**src/rtl/cmem_line_fill.sv**
```systemverilog
// rtl/cmem_line_fill.sv - L2 refill responder: splits a line read into pipelined 64-bit beat reads
// and returns the assembled line with a one-cycle valid strobe.
module cmem_line_fill #(
  parameter int BLK_LEN = 58,
  parameter int LINE    = 512,
  parameter int MAX_OUT = 4
) (
  input  logic               clk,
  input  logic               rst,
  input  logic [BLK_LEN-1:0] b_addr_c,
  input  logic               b_rd_c,
  output logic [LINE-1:0]    b_rdata_c,
  output logic               b_dv_c,
  output logic [63:0]        m_addr,
  output logic               m_req,
  input  logic               m_gnt,
  input  logic [63:0]        m_rdata,
  input  logic               m_rvalid,
  output logic               err
);

  localparam int BEATS = LINE / 64;
  localparam int BW    = $clog2(BEATS);
  localparam int CW    = BW + 1;
  localparam int AW    = BLK_LEN + BW + 3;
  localparam logic [CW-1:0] BEATS_C = CW'(BEATS);
  localparam logic [CW-1:0] MAXO_C  = CW'(MAX_OUT);

  localparam logic [2:0] S_IDLE  = 3'd0;
  localparam logic [2:0] S_FILL  = 3'd1;
  localparam logic [2:0] S_VALID = 3'd2;
  localparam logic [2:0] S_DONE  = 3'd3;
  localparam logic [2:0] S_ABORT = 3'd4;

  logic [2:0]         r_state;
  logic [BLK_LEN-1:0] r_blk;
  logic [CW-1:0]      r_iss;
  logic [CW-1:0]      r_ret;
  logic [LINE-1:0]    r_line;
  logic [LINE-1:0]    r_rdata;
  logic               r_err;

  logic [2:0]         w_state_nxt;
  logic [CW-1:0]      w_out;
  logic [CW-1:0]      w_iss_nxt;
  logic [CW-1:0]      w_ret_nxt;
  logic               w_gnt_ok;
  logic               w_rv_ok;
  logic [LINE-1:0]    w_line_nxt;
  logic [AW-1:0]      w_addr_full;

  always_comb begin
    w_out     = r_iss - r_ret;
    m_req     = (r_state == S_FILL) && (r_iss < BEATS_C) && (w_out < MAXO_C);
    w_gnt_ok  = m_req && m_gnt;
    // A response is only legal while at least one beat is in flight.
    w_rv_ok   = m_rvalid && (r_iss != r_ret);
    w_iss_nxt = w_gnt_ok ? r_iss + 1'b1 : r_iss;
    w_ret_nxt = w_rv_ok ? r_ret + 1'b1 : r_ret;
    w_line_nxt = r_line;
    if (w_rv_ok && (r_state == S_FILL)) begin
      w_line_nxt[{r_ret[BW-1:0], 6'd0} +: 64] = m_rdata;
    end
  end

  always_comb begin
    w_state_nxt = r_state;
    case (r_state)
      S_IDLE:  if (b_rd_c) w_state_nxt = S_FILL;
      S_FILL: begin
        if (!b_rd_c) begin
          w_state_nxt = S_ABORT;
        end else if (w_ret_nxt == BEATS_C) begin
          w_state_nxt = S_VALID;
        end
      end
      S_VALID: w_state_nxt = S_DONE;
      S_DONE:  if (!b_rd_c) w_state_nxt = S_IDLE;
      S_ABORT: if (w_ret_nxt == r_iss) w_state_nxt = S_IDLE;
      default: w_state_nxt = S_IDLE;
    endcase
  end

  always_ff @(posedge clk) begin
    if (rst) begin
      r_state <= S_IDLE;
      r_blk   <= '0;
      r_iss   <= '0;
      r_ret   <= '0;
      r_line  <= '0;
      r_rdata <= '0;
      r_err   <= 1'b0;
    end else begin
      r_state <= w_state_nxt;
      r_iss   <= w_iss_nxt;
      r_ret   <= w_ret_nxt;
      r_line  <= w_line_nxt;
      if (m_rvalid && !w_rv_ok) begin
        r_err <= 1'b1;
      end
      if ((r_state == S_IDLE) && b_rd_c) begin
        r_blk <= b_addr_c;
        r_iss <= '0;
        r_ret <= '0;
      end
      // Output copy keeps the previous line stable while the next one assembles.
      if ((r_state == S_FILL) && (w_state_nxt == S_VALID)) begin
        r_rdata <= w_line_nxt;
      end
    end
  end

  assign w_addr_full = {r_blk, r_iss[BW-1:0], 3'b000};

  generate
    if (AW >= 64) begin : g_addr_trunc
      assign m_addr = w_addr_full[63:0];
    end else begin : g_addr_pad
      assign m_addr = {{(64 - AW){1'b0}}, w_addr_full};
    end
  endgenerate

  assign b_dv_c    = (r_state == S_VALID);
  assign b_rdata_c = r_rdata;
  assign err       = r_err;

endmodule

```
**config.mk**
```make
export PLATFORM = sky130hd
export DESIGN_NAME = cmem_line_fill
export DESIGN_NICKNAME = d
export VERILOG_FILES = /design/src/rtl/cmem_line_fill.sv
export SDC_FILE = /design/constraint.sdc
export NUM_CORES = 2
export LEC_CHECK = 0
export ABC_CLOCK_PERIOD_IN_PS = 3400
export CAP_MARGIN = 20
export CORE_MARGIN = 2
export CORE_UTILIZATION = 25
export CTS_CLUSTER_DIAMETER = 120
export CTS_CLUSTER_SIZE = 12
export DETAILED_ROUTE_END_ITERATION = 8
export SLEW_MARGIN = 20
export SYNTH_ARGS = -nofsm -noshare
export SYNTH_HDL_FRONTEND = slang
export SYNTH_SLANG_ARGS = --single-unit
```
**constraint.sdc**
```tcl
create_clock -name clk -period 3.4 [get_ports clk]
set_input_delay 0.34 -clock clk [delete_from_list [all_inputs] [get_ports clk]]
set_output_delay 0.34 -clock clk [all_outputs]
set_load 0.01 [all_outputs]
```
==> impl_table.tex <==
\begin{tabular}{lr}
\hline
Metric & Value \\
\hline
\multicolumn{2}{l}{\textbf{Power}} \\
Power share of the sequential group & 52.1\% \\
Switching component of the power & 5.85 mW \\
Total leakage power & 17.6 nW \\
Largest voltage drop on the vdd net & 0.000405 V \\
Combinational group share of total power & 4.3\% \\
Fraction of power spent switching nets & 23.6\% \\
Power density over the cells & 483 mW/mm² \\
Clock network fraction of design power & 43.6\% \\
Internal portion of total power & 18.9 mW \\
\multicolumn{2}{l}{\textbf{Finish}} \\
Number of fill cells & 16,000 \\
Layout area overhead & 31.0\% \\
Design area & 0.0513 mm² \\
Multi-input gate area in the final layout & 0.0154 mm² \\
Share of post-route cells with drive strength above 1 & 6.17\% \\
Number of nets in the final layout & 4,572 \\
Register Area & 0.0219 mm² \\
\multicolumn{2}{l}{\textbf{Clock network}} \\
Library cell used as clock root buffer & clkbuf\_16 \\
H-Tree Depth & 3 \\
Clock slew at reported path FFs & 0.06 ns \\
CTS tree & done \\
Clock sinks & 1,094 \\
Number of buffers created by CTS & 105 \\
\# hold bufs at CTS & 0 \\
CTS Buffer Depth & 3 \\
Clk Latency, worst-skew pair & 0.74 ns \\
\multicolumn{2}{l}{\textbf{Floorplan}} \\
Placeable core region & 0.156 mm² \\
Top-Level Pins & 706 \\
Vert. Die Dim & 400 µm \\
DIE AREA & 0.160 mm² \\
Initial cell density of the core & 25.1\% \\
Standard-cell rows & 145 \\
Die Span X & 400 µm \\
\multicolumn{2}{l}{\textbf{Routing}} \\
Remaining antenna violation count after routing & 0 \\
Total Routed Length & 145,000 µm \\
DR vias & 31,100 \\
First-pass iteration count of the detailed router & 7 \\
Final routed wire length divided by cell count & 22.3 µm \\
Number of remaining DRC errors & 0 \\
Detailed-route vias per instance & 4.77 \\
DRC violation total after the first TritonRoute iteration & 2,210 \\
\multicolumn{2}{l}{\textbf{Worst setup path}} \\
Critical path origin & r\_ret[1] \\
WP data arrival & 2.90 ns \\
Data required time at the worst endpoint & 3.06 ns \\
Endpoint kind of the worst setup timing path & primary output \\
Worst-path maximum fanout & 3 \\
Setup crit start kind & flop \\
Worst R2R Path Depth & 9 \\
Worst reg2reg path startpoint & r\_ret[0] \\
Worst Setup Path Type & reg2out \\
Reg-to-reg critical path endpoint & r\_line[271] \\
Worst setup path end & m\_req \\
Register-to-register setup slack & 0.19 ns \\
\multicolumn{2}{l}{\textbf{Yosys}} \\
Main flop type after synthesis & dfxtp\_1 \\
Proportion of register bits with asynchronous set or reset after synthesis & 0\% \\
Post-synthesis sequential element count & 1,094 \\
Yosys warns & 0 \\
Syn Std Cell Area & 0.0391 mm² \\
Cell count after synthesis & 3,952 \\
Sequential share of the synthesized area & 56.0\% \\
Mean instance size in the synthesized netlist & 9.90 µm² \\
Count of unique library cells instantiated by Yosys & 51 \\
Number of synthesized flops with an enable pin & 0 \\
\multicolumn{2}{l}{\textbf{STA}} \\
Fin crit period & 3.24 ns \\
Setup Viol. Count Final & 0 \\
Post-route setup TNS & 0 ns \\
Unrepaired setup endpoints after global routing & false \\
Final critical-path share of the clock period & 95.4\% \\
Max Slew Vio Count & 0 \\
Final clock skew & 0.0471 ns \\
Achievable Freq & 308 MHz \\
Worst slew slack as a fraction of its limit & 31.4\% \\
Number of hold-slack violations in the final timing report & 0 \\
Slew @ Worst Pin & 1.03 ns \\
\multicolumn{2}{l}{\textbf{GRT}} \\
Global-route wire length before repair & 208,000 µm \\
Vias in the first global route & 29,900 \\
Largest net degree at the start of global routing & 168 \\
Initial antenna violation count & 8 \\
Congestion Overflow GR & 0 \\
Overall Global Routing Usage & 17.5\% \\
\multicolumn{2}{l}{\textbf{Job}} \\
Max cap viols & 0 \\
\multicolumn{2}{l}{\textbf{Place}} \\
Total half-perimeter wirelength after legalization and detailed placement & 96,500 µm \\
Placed instance area & 0.0483 mm² \\
Number of port buffers & 702 \\
Final Wtd Congestion & 0.805 \\
\multicolumn{2}{l}{\textbf{Hold path}} \\
Type of the worst min-delay path & in2reg \\
\multicolumn{2}{l}{\textbf{Outcome}} \\
Run status & completed \\
\hline
\end{tabular}
cell usage after synthesis, types with 2 or more instances:
cell type	n	area share, %
nand3b_1	48	0.92
inv_1	9	0.086
buf_1	4	0.038
buf_4	25	0.48
nor2_1	443	4.3
nand2b_1	7	0.11
a2111oi_0	2	0.045
mux2_2	14	0.40
a22o_1	41	0.92
a211oi_1	426	8.2
buf_6	8	0.23
nand2_1	177	1.7
clkbuf_1	307	2.9
a2111o_1	2	0.058
nor2b_1	42	0.67
ha_1	7	0.22
dfxtp_1	1094	56
o22a_1	2	0.045
or4b_2	2	0.051
xnor2_1	8	0.18
mux2_1	26	0.75
nor4_1	5	0.080
xor2_1	2	0.045
o21ai_1	47	0.60
and2_1	15	0.24
a22oi_1	2	0.038
a21oi_1	550	7.0
mux2i_1	416	11
or3_1	2	0.032
o21ai_0	49	0.63
buf_2	85	1.1
and3_1	11	0.18
nand3_1	51	0.65
nor3_1	6	0.077
cells in the final DEF (no fill, tap or decap), drive strengths merged, types with 2 or more instances in the layout:
master,Yosys,layout
nand3,51,51
and2,15,15
inv,9,14
xnor2,8,8
clkbuf,307,106
a22oi,2,2
clkinv,0,10
diode,0,5
a21oi,550,550
bufinv,0,2
xor2,2,2
o21ai,96,96
and3,11,11
clkdlybuf4s50,0,696
nor3,7,7
nand3b,48,48
a2111o,2,2
nor2b,42,42
nor4,6,6
buf,122,110
conb,1,3
or3,2,2
nor2,444,444
ha,7,7
o22a,2,2
nand2b,7,7
dfxtp,1094,1094
a22o,41,41
or4b,3,3
nand2,177,177
a2111oi,2,2
mux2,40,40
mux2i,416,416
a211oi,426,426
repair_timing:
item | CTS | global route
buffers inserted | 2 | 0
endpoints found under the setup margin | 1 | 0
gates resized for setup | 9 | 0
flip-flops by register name, indices dropped and copies added, names as in the netlist:
register   flops
r_blk         58
err            1
r_ret          4
b_rdata_c    512
r_state        3
r_line       512
r_iss          4
worst min-delay path by stage:
stage	startpoint	endpoint	cells after the start
2_1_floorplan	r_line[192]	r_line[192]	1
3_3_place_gp	r_blk[53]	r_blk[53]	2
3_5_place_dp	r_blk[2]	r_blk[2]	2
4_1_cts	rst	r_line[167]	2
5_1_grt	rst	r_line[163]	2
6_report	rst	r_line[167]	2
worst max-delay path, stage by stage (launching register included):
cell and delay [ns]:
dfxtp_2 0.32, inv_2 0.09, ha_4 0.21, nor2b_1 0.14, or4b_2 0.61, a21o_1 0.23
a2111oi_2 0.35, buf_4 0.22
metal layers:
metal / wire (µm) / part of all wire [%] / vias to the layer above / GRT usage, %
met5: 12 / 0.0083 / - / 0
met4: 3490 / 2.4 / 2 / 5.09
met3: 10600 / 7.3 / 170 / 4.80
met2: 66600 / 46 / 880 / 28.1
met1: 64500 / 44 / 15300 / 22.8
li1: - / - / 14800 / -
power groups by stage:
| stage | clock [mW] | combinational [mW] | sequential [mW] |
|---|---|---|---|
| floorplan | 0 | 0.462 | 13.2 |
| global placement | 0 | 1.10 | 13.2 |
| detailed placement | 0 | 1.10 | 13.2 |
| CTS | 11.2 | 1.10 | 12.9 |
| global route | 11.6 | 1.15 | 12.9 |
| finish | 10.8 | 1.08 | 12.9 |
stage by stage:
stage	power, mW	setup WS (ns)	utilization (%)	instances	hold slack [ns]
after floorplan	13.7	0.139	-	3954	0.444
after global placement	14.3	0.292	31.0	6387	0.441
after detailed placement	14.3	0.243	31.0	6387	0.446
after CTS	25.2	0.0420	32.9	6512	0.0141
after global routing	25.6	0.0191	32.9	6512	0.0394
final	24.8	0.157	32.9	6517	0.0367
kinds of logic (layout without fill, tap and decap cells):
kind of cell / count (synthesis) / count (layout) / synth area share (%)
AO/OA/AOI/OAI: 1127 / 1127 / 17.7
flip-flops: 1094 / 1094 / 56.0
AND/OR/NAND/NOR: 819 / 819 / 9.21
multiplexers: 456 / 456 / 11.8
buffers and inverters: 438 / 938 / 4.87
XOR/XNOR: 10 / 10 / 0.224
adder cells (fa/ha/maj): 7 / 7 / 0.224
other: 1 / 8 / 0.00959
area by class of cell:
type,instances,area share (%)
clock buffers,106,5.17
repair buffers,806,16.3
diodes,5,0.0244
multi-input cells,2422,30.1
clock inverters,17,0.552
flip-flops and latches,1094,42.7
well taps,2058,5.02
inverters,9,0.0659
Power figures use the tool's default switching activity.
